## src/rtl/bus_copy_engine_pkg.sv

```systemverilog
// Shared definitions for the femto8 bus copy engine.
//   BUS_ADDR_W / BUS_DATA_W : bus widths shared with the memory decode
//   COUNT_W                 : width of the transfer length
//   state_e                 : copy engine state encoding
package bus_copy_engine_pkg;

    localparam int unsigned BUS_ADDR_W = 8;
    localparam int unsigned BUS_DATA_W = 8;
    localparam int unsigned COUNT_W    = 8;

    typedef enum logic [2:0] {
        StIdle  = 3'd0,
        StReq   = 3'd1,
        StRead  = 3'd2,
        StWrite = 3'd3,
        StDone  = 3'd4
    } state_e;

endpackage

```

## src/rtl/bus_copy_ptr.sv

```systemverilog
// Loadable wrapping counter used for the source/destination pointers (up) and
// the remaining byte count (down). Wraps modulo 2**W.
//   clk        : clock
//   reset      : asynchronous active-low reset, clears the value
//   load       : load load_value (has priority over step)
//   load_value : value to load
//   step       : advance by one (up or down per DOWN)
//   value      : current value
module bus_copy_ptr #(
    parameter int unsigned W    = 8,
    parameter bit          DOWN = 1'b0
) (
    input  logic         clk,
    input  logic         reset,
    input  logic         load,
    input  logic [W-1:0] load_value,
    input  logic         step,
    output logic [W-1:0] value
);

    logic [W-1:0] value_q, value_d;

    always_comb begin
        value_d = value_q;
        if (load) begin
            value_d = load_value;
        end else if (step) begin
            value_d = DOWN ? (value_q - W'(1)) : (value_q + W'(1));
        end
    end

    always_ff @(posedge clk or negedge reset) begin
        if (!reset) begin
            value_q <= '0;
        end else begin
            value_q <= value_d;
        end
    end

    assign value = value_q;

endmodule

```

## src/rtl/bus_copy_engine.sv

```systemverilog
// Bus initiator that copies a block of bytes from src_addr to dst_addr over the
// femto8 memory bus (combinational read data, write on posedge). Owns the bus
// only while bus_grant=1; an ungranted READ/WRITE cycle is skipped and resumed.
// Optional feature macro: BUS_COPY_FILL_EN adds fill/fill_value (block fill).
//   clk, reset          : clock, asynchronous active-low reset
//   start               : launch pulse (ignored unless idle)
//   src_addr, dst_addr  : first source / destination address, sampled on start
//   count               : bytes to copy, 0 = no transfer
//   busy, done          : transfer in progress / one-cycle completion pulse
//   bus_req, bus_grant  : bus ownership handshake with the mux
//   address, data_in    : bus address / combinational read data
//   data_out, write     : bus write data / write enable
//   fill, fill_value    : (BUS_COPY_FILL_EN) write fill_value instead of copying
module bus_copy_engine
    import bus_copy_engine_pkg::*;
#(
    parameter int unsigned ADDR_W = BUS_ADDR_W,
    parameter int unsigned DATA_W = BUS_DATA_W
) (
    input  logic               clk,
    input  logic               reset,
    input  logic               start,
    input  logic [ADDR_W-1:0]  src_addr,
    input  logic [ADDR_W-1:0]  dst_addr,
    input  logic [COUNT_W-1:0] count,
    output logic               busy,
    output logic               done,
    output logic               bus_req,
    input  logic               bus_grant,
    output logic [ADDR_W-1:0]  address,
    input  logic [DATA_W-1:0]  data_in,
    output logic [DATA_W-1:0]  data_out,
    output logic               write
`ifdef BUS_COPY_FILL_EN
    ,
    input  logic               fill,
    input  logic [DATA_W-1:0]  fill_value
`endif
);

    state_e state_q, state_d;
    // State to return to once the grant comes back (READ or WRITE).
    state_e resume_q, resume_d;
    logic [DATA_W-1:0]  data_q, data_d;
    logic [ADDR_W-1:0]  src_ptr, dst_ptr;
    logic [COUNT_W-1:0] remaining;
    logic accept, rd_fire, wr_fire, last;
    logic fill_start, fill_mode;

`ifdef BUS_COPY_FILL_EN
    logic fill_q, fill_d;
    assign fill_start = fill;
    assign fill_mode  = fill_q;
    always_comb begin
        fill_d = fill_q;
        if (accept) fill_d = fill;
    end
    always_ff @(posedge clk or negedge reset) begin
        if (!reset) begin
            fill_q <= 1'b0;
        end else begin
            fill_q <= fill_d;
        end
    end
`else
    assign fill_start = 1'b0;
    assign fill_mode  = 1'b0;
`endif

    assign accept  = (state_q == StIdle) && start;
    assign rd_fire = (state_q == StRead) && bus_grant;
    assign wr_fire = (state_q == StWrite) && bus_grant;
    assign last    = (remaining == COUNT_W'(1));

    bus_copy_ptr #(.W(ADDR_W), .DOWN(1'b0)) u_src_ptr (
        .clk        (clk),
        .reset      (reset),
        .load       (accept),
        .load_value (src_addr),
        .step       (rd_fire),
        .value      (src_ptr)
    );

    bus_copy_ptr #(.W(ADDR_W), .DOWN(1'b0)) u_dst_ptr (
        .clk        (clk),
        .reset      (reset),
        .load       (accept),
        .load_value (dst_addr),
        .step       (wr_fire),
        .value      (dst_ptr)
    );

    bus_copy_ptr #(.W(COUNT_W), .DOWN(1'b1)) u_remaining (
        .clk        (clk),
        .reset      (reset),
        .load       (accept),
        .load_value (count),
        .step       (wr_fire),
        .value      (remaining)
    );

    always_comb begin
        state_d  = state_q;
        resume_d = resume_q;
        data_d   = data_q;
        unique case (state_q)
            StIdle: begin
                if (start) begin
                    state_d  = (count == '0) ? StDone : StReq;
                    resume_d = fill_start ? StWrite : StRead;
`ifdef BUS_COPY_FILL_EN
                    if (fill) data_d = fill_value;
`endif
                end
            end
            StReq: begin
                if (bus_grant) state_d = resume_q;
            end
            StRead: begin
                if (bus_grant) begin
                    data_d  = data_in;
                    state_d = StWrite;
                end else begin
                    state_d  = StReq;
                    resume_d = StRead;
                end
            end
            StWrite: begin
                if (bus_grant) begin
                    if (last) begin
                        state_d = StDone;
                    end else begin
                        state_d = fill_mode ? StWrite : StRead;
                    end
                end else begin
                    state_d  = StReq;
                    resume_d = StWrite;
                end
            end
            StDone: begin
                state_d = StIdle;
            end
            default: begin
                state_d = StIdle;
            end
        endcase
    end

    always_ff @(posedge clk or negedge reset) begin
        if (!reset) begin
            state_q  <= StIdle;
            resume_q <= StRead;
            data_q   <= '0;
        end else begin
            state_q  <= state_d;
            resume_q <= resume_d;
            data_q   <= data_d;
        end
    end

    // Bus is held from REQ through the last WRITE, never released between bytes.
    assign busy     = (state_q == StReq) || (state_q == StRead) || (state_q == StWrite);
    assign bus_req  = busy;
    assign done     = (state_q == StDone);
    assign write    = wr_fire;
    assign data_out = wr_fire ? data_q : '0;
    assign address  = rd_fire ? src_ptr : (wr_fire ? dst_ptr : '0);

endmodule

```

## config.mk

```make
export PLATFORM = sky130hd
export DESIGN_NAME = bus_copy_engine
export DESIGN_NICKNAME = d
export VERILOG_FILES = /design/src/rtl/bus_copy_engine_pkg.sv /design/src/rtl/bus_copy_ptr.sv /design/src/rtl/bus_copy_engine.sv
export SDC_FILE = /design/constraint.sdc
export NUM_CORES = 1
export LEC_CHECK = 0
export CORE_MARGIN = 5
export CORE_UTILIZATION = 44
export CTS_CLUSTER_SIZE = 40
export DETAILED_ROUTE_END_ITERATION = 12
export GPL_ROUTABILITY_DRIVEN = 0
export PLACE_DENSITY = 0.77
export SETUP_SLACK_MARGIN = 0.15
export SYNTH_ARGS = -nofsm -noshare
export SYNTH_HDL_FRONTEND = slang
export SYNTH_SLANG_ARGS = --single-unit
```

## constraint.sdc

```tcl
create_clock -name clk -period 2 [get_ports clk]
set_clock_uncertainty 0.15 [all_clocks]
set_input_delay 0.5 -clock clk [delete_from_list [all_inputs] [get_ports clk]]
set_output_delay 0.5 -clock clk [all_outputs]
set_load 0.02 [all_outputs]
```

After elaboration in Yosys (flattened, before gate mapping)
Cells that the tools add are included.
Operators by class
  add/subtract/negate cells: 3
  eq/ne operators: 9
  muxes and demuxes: 20
  reduce and logical (&&, ||, !) cells: 13
Operators by type and width (count)
  8-bit 2-to-1 mux: 9
  3-bit 2-to-1 mux: 8
  8-bit by 1-bit adder with 8-bit output (second input constant): 2
  3-bit one-hot mux with 4 select lines: 1
  3-bit one-hot mux with 3 select lines: 1
  8-bit by 1-bit equality test with 1-bit output (second input constant): 1
  8-bit zero test: 1
  2-bit != test (second input constant): 4
  8-bit by 1-bit subtractor with 8-bit output (second input constant): 1
  3-bit by 2-bit equality test with 1-bit output (second input constant): 2
  2-bit AND reduction: 2
  4-bit AND reduction: 1
  2-bit nonzero test: 2
  3-bit by 1-bit equality test with 1-bit output (second input constant): 1
  3-bit equality test (second input constant): 1
  1-bit logical AND: 3
  3-bit zero test: 1
  3-bit nonzero test: 1
  1-bit logical OR: 2
  2-bit 2-to-1 mux: 1
Word-level totals
  bits in registers: 38
  bits of input ports: 36
  output and inout port bits: 20
  logic and storage cells: 51

Longest topological paths before layout
Gate-level depths: netlist of run 1.
  depth in word-level cells: 4
  gate-level depth with buffers: 7
  gate-level depth less buffers: 5

Modules after synthesis
Synthesis of run 1 repeated with hierarchy kept, for this count alone.
Second synthesis, totals
  cell total of the unflattened synthesis: 222
  area, all modules: 2175.8 um^2
Modules (own cells, without submodules)
  bus_copy_ptr (u_dst_ptr ...): times used 2, cells an instance 49, area each 450.4 um^2, sequential area each 200.2 um^2
  bus_copy_engine: times used 1, cells an instance 71, area each 808.3 um^2, sequential area each 300.3 um^2
  bus_copy_ptr (u_remaining): times used 1, cells an instance 53, area each 466.7 um^2, sequential area each 200.2 um^2

Worst setup path after synthesis of run 1
Ideal clock, no wire load.
  path type: reg2out
  start point: reg state_q[2]
  end point: out address[3]
  arrival time: 1518 ps
  data required time: 1350 ps
  slack: -168 ps
  stages on the path, launching flop included: 7
  buffers on the path: 2
  path through: dfrtp_1 -> buf_2 -> nand4b_4 -> clkinv_2 -> clkbuf_1 -> nand2_1 -> o21ai_0
Between the ends
  cells in the longest elaborated chain, start to end: 4
  elaborated cells on any way between the ends: 6
  classes of those cells: 2 x eq/ne; 2 x mux; 2 x reduce/logical
RTL lines
  start, declared: RTL line bus_copy_engine.sv:41  | state_e state_q, state_d;
  start signal, assigned: RTL line bus_copy_engine.sv:151  | state_q <= StIdle;
  start signal, assigned: RTL line bus_copy_engine.sv:155  | state_q <= state_d;
  3-bit by 2-bit equality test with 1-bit output: RTL line bus_copy_engine.sv:72  | assign wr_fire = (state_q == StWrite) && bus_grant;
  1-bit logical AND: RTL line bus_copy_engine.sv:72
  named net write: RTL line bus_copy_engine.sv:33  | output logic write
  8-bit 2-to-1 mux (2 in series): RTL line bus_copy_engine.sv:167  | assign address = rd_fire ? src_ptr : (wr_fire ? dst_ptr : '0);
  end, declared: RTL line bus_copy_engine.sv:30  | output logic [ADDR_W-1:0] address,
The timed path passes the listed nets, and every way through them passes these cells.

Final worst setup path of run 1
  start point: reg state_q[0]
  end point: out address[0]
Between the ends
  cells in the longest elaborated chain, start to end: 4
  elaborated cells on any way between the ends: 6
  classes of those cells: 2 x eq/ne; 2 x mux; 2 x reduce/logical
RTL lines (RTL line)
  3-bit by 2-bit equality test with 1-bit output: bus_copy_engine.sv:72
  1-bit logical AND: bus_copy_engine.sv:72
  8-bit 2-to-1 mux: bus_copy_engine.sv:167
  8-bit 2-to-1 mux *: bus_copy_engine.sv:167
Every way passes the cells marked *; elsewhere a longest branch is shown, timed or not.

==> impl_metrics.py, run 1 <==
metrics = {
    "worst_setup_path": {
        "end_kind": "output port",
        "start_kind": "flop",
        "slowest_stage": "dfrtp_1",
        "reg2reg_depth": 10,
        "worst-path-buf-inv": 3,
        "r2r-end": "u_remaining.value[6]",
        "r2r_slack_ns": -0.01,
        "path_max_fanout": 5,
        "cp.arrival_ns": 1.50,
        "worstPathCellList": "buf_6 -> nand4b_4 -> clkinv_4 -> a22o_4 -> buf_6",
        "critPathKind": "flop to output port",
        "slowest_delay_ns": 0.42,
        "crit_required_ns": 1.35,
        "cp_top_family": "flip-flops",
        "cp_common_cell": "buf_6",
        "reg2reg_from": "state_q[0]",
    },
    "synth": {
        "syn_area_um2": 2070,
        "yosysWarnings": 0,
        "synth-seq-cells": 36,
        "ys_async_sr_fraction_pct": 100,
        "synth_nets": 275,
        "seq_area_frac_synth_pct": 43.6,
        "syn_avg_cell_area_um2": 8.80,
        "syn_inst": 235,
        "synthFlopType": "dfrtp_1",
        "synth-edff-count": 0,
        "ys_types": 41,
    },
    "timing": {
        "period_share_pct": 108,
        "hold_violations": 0,
        "relSlewSlack_pct": 66.0,
        "rsz0062_at_grt": "true",
        "setup_ws_ns": -0.154,
        "setup_viol": 19,
        "max_freq_ghz": 0.464,
        "tightest_slew_ns": 0.505,
        "fin_crit_ns": 2.15,
        "whs_ns": 0.325,
        "slew_violations": 0,
    },
    "route": {
        "viasPerCell": 5.37,
        "drt_iter0_drc": 101,
        "ant_nets": 0,
        "dr.pass1.iters": 4,
        "vias": 2112,
        "drc": 0,
        "wl_per_cell_um": 17.0,
        "drt_wl_total_um": 6700,
    },
    "finish": {
        "final_cells": 393,
        "fin_nets": 378,
        "synthToLayoutAreaGrowth_pct": 66.4,
        "multiInputGateArea_um2": 1250,
        "most-common-layout-cells": "nand2_1 (54), dfrtp_1 (35), buf_4 (34), clkdlybuf4s50_1 (33), buf_6 (33)",
        "seq_area_um2": 902,
        "drive_above_1_share_pct": 36.3,
        "fillers": 307,
        "n_antenna_cell": 0,
        "mostFrequentLayoutCell": "nand2_1",
    },
    "outcome": {
        "violations": "negative setup slack",
        "status": "complete, but fails checks",
    },
    "hold_path": {
        "whs_path_depth": 2,
        "hold_start": "data_q[7]",
        "hold_end": "data_q[7]",
        "worstHoldPathType": "flop to flop",
    },
    "clocking": {
        "cts_buffer_depth": 2,
        "clkLatencyLatePin_ns": 0.30,
        "cts-root-buf": "clkbuf_8",
        "cts_tree": "done",
        "numCtsBuffers": 5,
        "cts_num_sinks": 36,
        "htreeDepth": 2,
        "clk_pin_slew_worst_paths_ns": 0.07,
        "cts_hold_buffers": 0,
    },
    "power_and_ir_drop": {
        "p_per_area_nw_per_um2": 1120,
        "ir_worst_vdd_uv": 586,
        "leakagePower_nw": 1.53,
    },
    "floorplanning": {
        "coreArea_um2": 4630,
        "std_cell_rows": 25,
        "dieWidth_um": 78.6,
        "start_util_pct": 44.7,
        "dieArea_um2": 6170,
        "pin_count": 56,
        "die_h_um": 78.6,
    },
    "global_routing": {
        "grt_max_degree": 37,
        "antenna_found_initial": 0,
        "grt.overflow.total": 0,
        "first_global_vias": 1991,
        "grt_pass1_wl_um": 9880,
        "gr-usage-met2_pct": 34.4,
        "grt.busiest_layer": "met2",
        "grt_use_met1_pct": 26.4,
        "grt_use_met3_pct": 4.24,
        "grt_usage_pct": 20.7,
    },
    "place": {
        "dp_hpwl_um": 4190,
        "io_buffers": 55,
        "dp_cells": 363,
        "pre_cts_slack_ns": -0.904,
    },
    "flow_run": {
        "maxCapViolCount": 0,
    },
}
-- cell usage after synthesis (2+ instances only) --
cell      number  area (um^2)
buf_2          7         35.0
dfrtp_1       36          901
xnor2_1        7         61.3
o21ai_0       20          100
or3_1          2         12.5
inv_1          8         30.0
clkbuf_1       5         18.8
nand2_1       58          218
xor2_1         2         17.5
nor4b_4        2         47.6
nor4_1         3         18.8
nor2_1        14         52.6
and2_1         9         56.3
nor3_1         7         35.0
a211oi_1       2         15.0
a22o_1         4         35.0
o211ai_1       4         30.0
a21oi_1        4         20.0
nand3b_1       2         15.0
a221o_1        4         40.0
nand3_1        9         45.0
ha_1           4         50.1
o311ai_0       2         17.5
a31oi_1        3         18.8
-- worst max-delay path by stage --
| stage | endpoint | cells past startpoint | from |
|---|---|---|---|
| after floorplan | address[2] | 6 | state_q[2] |
| after global placement | address[1] | 4 | bus_grant |
| after detailed placement | address[1] | 4 | bus_grant |
| after CTS | address[0] | 5 | state_q[0] |
| after global routing | address[0] | 5 | state_q[0] |
| final | address[0] | 5 | state_q[0] |
-- layer usage --
metal	part of all wire [%]	wire, um
met2	52	3450
met4	1.7	117
met5	0	0
met1	43	2850
met3	4.2	282
-- worst register-to-register path: stages (launching register included) --
cell,delay [ns]
dfrtp_1,0.41
buf_6,0.14
nand4b_4,0.19
clkinv_4,0.14
buf_6,0.10
buf_6,0.09
buf_8,0.13
nand3b_1,0.12
buf_4,0.17
o211ai_1,0.15
o211ai_1,0.10
-- timing repair --
item | 4_1_cts | 5_1_grt
endpoints found under the setup margin | 41 | 37
buffers inserted | 12 | 8
pin swaps | 14 | 25
cloned | 2 | 0
gates resized for setup | 143 | 33
hold endpoints to repair | 0 | 0
-- sequential cells by signal (all words and copies together) (netlist names) --
name / flops
state_q: 3
u_remaining.value: 8
resume_q: 1
data_q: 8
u_src_ptr.value: 8
u_dst_ptr.value: 8
-- cell type report --
class,count,area share [%]
multi-input combinational,177,36.3
timing repair buffer,107,31.0
sequential,36,26.2
clock buffer,6,2.40
tap,54,1.96
inverter,9,1.13
timing repair inverter,2,0.727
clock inverter,2,0.291
-- stage by stage --
stage	setup TNS, ns	util, %	instance area [um^2]	power [mW]
floorplan	0	-	2170	2.26
global placement	-21.64	64.1	2970	2.84
detailed placement	-22.38	64.1	2970	2.89
CTS	-1.80	70.5	3270	3.62
global route	-2.82	74.4	3440	4.09
finish	-2.04	74.4	3440	3.86
-- power by group --
part / total [mW] / switching [mW] / internal (mW)
clock network: 0.559 / 0.284 / 0.275
registers: 1.40 / 0.337 / 1.06
logic: 1.90 / 0.947 / 0.954
-- kinds of logic (layout without fill, tap and decap cells) --
| kind of cell | Yosys count | in the layout | share of synthesized area (%) |
|---|---|---|---|
| AOI/OAI and AO/OA | 51 | 51 | 16.8 |
| xor gates and xnor gates | 9 | 9 | 3.81 |
| adders and majority gates | 4 | 4 | 2.42 |
| buffers and inverters | 22 | 126 | 4.66 |
| DFF | 36 | 36 | 43.6 |
| and+or+nand+nor | 113 | 113 | 28.8 |
Note: power is estimated with default switching activity, not from simulation.
==> run 2, diff against run 1 <==
--- a/config.mk
+++ b/config.mk
@@ -11,6 +11,7 @@
 export DETAILED_ROUTE_END_ITERATION = 12
 export GPL_ROUTABILITY_DRIVEN = 0
 export PLACE_DENSITY = 0.77
+export RECOVER_POWER = 50
 export SETUP_SLACK_MARGIN = 0.15
 export SYNTH_ARGS = -nofsm -noshare
 export SYNTH_HDL_FRONTEND = slang
==> impl_metrics.py, run 2 (synthesized netlist as in run 1, its figures left out) <==
metrics = {
    "route": {
        "drc": 0,
        "dr.pass1.iters": 4,
        "drt_iter0_drc": 127,
        "ant_nets": 0,
        "vias": 2115,
        "viasPerCell": 5.38,
        "drt_wl_total_um": 6740,
        "wl_per_cell_um": 17.2,
    },
    "finish": {
        "multiInputGateArea_um2": 1250,
        "final_util_pct": 74.0,
        "seq_area_um2": 902,
        "fin_nets": 378,
        "mostFrequentLayoutCell": "nand2_1",
        "fillers": 309,
        "drive_above_1_share_pct": 36.3,
        "most-common-layout-cells": "nand2_1 (54), dfrtp_1 (35), buf_4 (34), buf_6 (33), clkdlybuf4s50_1 (32)",
        "n_antenna_cell": 0,
        "synthToLayoutAreaGrowth_pct": 65.7,
    },
    "timing": {
        "slew_violations": 0,
        "tightest_slew_ns": 0.899,
        "setup_viol": 19,
        "relSlewSlack_pct": 40.1,
        "whs_ns": 0.323,
        "period_share_pct": 108,
        "fin_crit_ns": 2.16,
        "max_freq_ghz": 0.464,
        "rsz0062_at_grt": "true",
        "hold_violations": 0,
        "setup_ws_ns": -0.157,
    },
    "clocking": {
        "cts_hold_buffers": 0,
        "htreeDepth": 2,
        "clkLatencyLatePin_ns": 0.30,
        "cts-root-buf": "clkbuf_8",
        "numCtsBuffers": 5,
        "cts_num_sinks": 36,
        "cts_buffer_depth": 2,
        "clk_pin_slew_worst_paths_ns": 0.07,
        "cts_tree": "done",
    },
    "flow_run": {
        "maxCapViolCount": 0,
    },
    "power_and_ir_drop": {
        "p_per_area_nw_per_um2": 1130,
        "internal_power_mw": 2.29,
        "leakagePower_nw": 1.53,
        "combPwrFrac_pct": 49.2,
        "sequentialPowerShare_pct": 36.3,
        "switching_power_mw": 1.57,
        "ir_worst_vdd_uv": 584,
        "clock_power_share_pct": 14.5,
        "switching_share_pct": 40.7,
        "finalPower_mw": 3.86,
    },
    "floorplanning": {
        "dieArea_um2": 6170,
        "start_util_pct": 44.7,
        "pin_count": 56,
        "coreArea_um2": 4630,
        "dieWidth_um": 78.6,
        "die_h_um": 78.6,
        "std_cell_rows": 25,
    },
    "global_routing": {
        "grt_pass1_wl_um": 9880,
        "first_global_vias": 1991,
        "antenna_found_initial": 0,
        "grt_usage_pct": 20.7,
        "grt.overflow.total": 0,
        "grt_max_degree": 37,
    },
    "outcome": {
        "status": "complete, but fails checks",
        "violations": "negative setup slack",
    },
    "place": {
        "io_buffers": 55,
        "dp_hpwl_um": 4190,
        "pre_cts_slack_ns": -0.904,
    },
    "worst_setup_path": {
        "end_kind": "output port",
        "path_max_fanout": 5,
        "start_kind": "flop",
        "critPathKind": "flop to output port",
        "cp.arrival_ns": 1.51,
        "crit_required_ns": 1.35,
    },
    "hold_path": {
        "worstHoldPathType": "flop to flop",
    },
}
## run 2: path summary, 6_finish.rpt
path / from / slack [ns] / cells past startpoint / endpoint
hold reg to reg: data_q[7] / 0.32 / 2 / data_q[7]
min in group asynchronous: reset / 0.70 / 2 / u_remaining.value[5]
hold / removal: data_q[7] / 0.32 / 2 / data_q[7]
max in group asynchronous: reset / 0.37 / 2 / u_remaining.value[4]
setup reg to reg: state_q[0] / 0 / 10 / u_remaining.value[6]
setup / recovery: state_q[0] / -0.16 / 5 / address[0]
## run 2: timing repair
item	in CTS	in global routing
resized for setup	143	33
endpoints found under the hold margin	0	0
endpoints found under the setup margin	41	37
pin swaps	14	25
buffers inserted	12	8
gates cloned	2	0
## run 2: per-layer routing
layer,vias to the layer above,GRT usage (%),share of wire [%]
li1,1024,-,-
met1,1013,26.4,42
met2,66,34.4,51
met3,12,4.24,4.7
met4,0,7.52,2.0
met5,-,0,0
## run 2: area by class of cell
cell class	instances	area share (%)
repair buffers	107	30.7
inverters	9	1.13
well taps	54	1.97
repair inverters	2	0.730
clock buffers	6	2.41
clock inverters	2	0.292
flip-flops and latches	36	26.3
multi-input cells	177	36.4
## run 2: critical path: stages, from the launching register on
cell and delay (ns):
dfrtp_1 0.42, buf_6 0.14, nand4b_4 0.16, clkinv_4 0.10, a22o_4 0.25, buf_6 0.13
## run 2: metrics by stage
stage / area, um^2 / setup TNS (ns) / std cells
6_report: 3430 / -2.10 / 393
5_1_grt: 3430 / -2.82 / 393
2_1_floorplan: 2170 / 0 / 235
3_5_place_dp: 2970 / -22.38 / 363
3_3_place_gp: 2970 / -21.64 / 363
4_1_cts: 3270 / -1.80 / 385
## run 2: power groups by stage
stage | logic (mW) | clock network (mW) | registers [mW]
2_1_floorplan | 0.955 | 0 | 1.31
3_3_place_gp | 1.47 | 0 | 1.37
3_5_place_dp | 1.51 | 0 | 1.38
4_1_cts | 1.70 | 0.555 | 1.37
5_1_grt | 2.05 | 0.595 | 1.43
6_report | 1.90 | 0.561 | 1.40
==> run 3, diff against run 2 <==
--- a/config.mk
+++ b/config.mk
@@ -5,6 +5,7 @@
 export SDC_FILE = /design/constraint.sdc
 export NUM_CORES = 1
 export LEC_CHECK = 0
+export ABC_CLOCK_PERIOD_IN_PS = 2000
 export CORE_MARGIN = 5
 export CORE_UTILIZATION = 44
 export CTS_CLUSTER_SIZE = 40
==> results of run 3 <==
The final DEF is identical to that of run 2; final timing and power are the same.
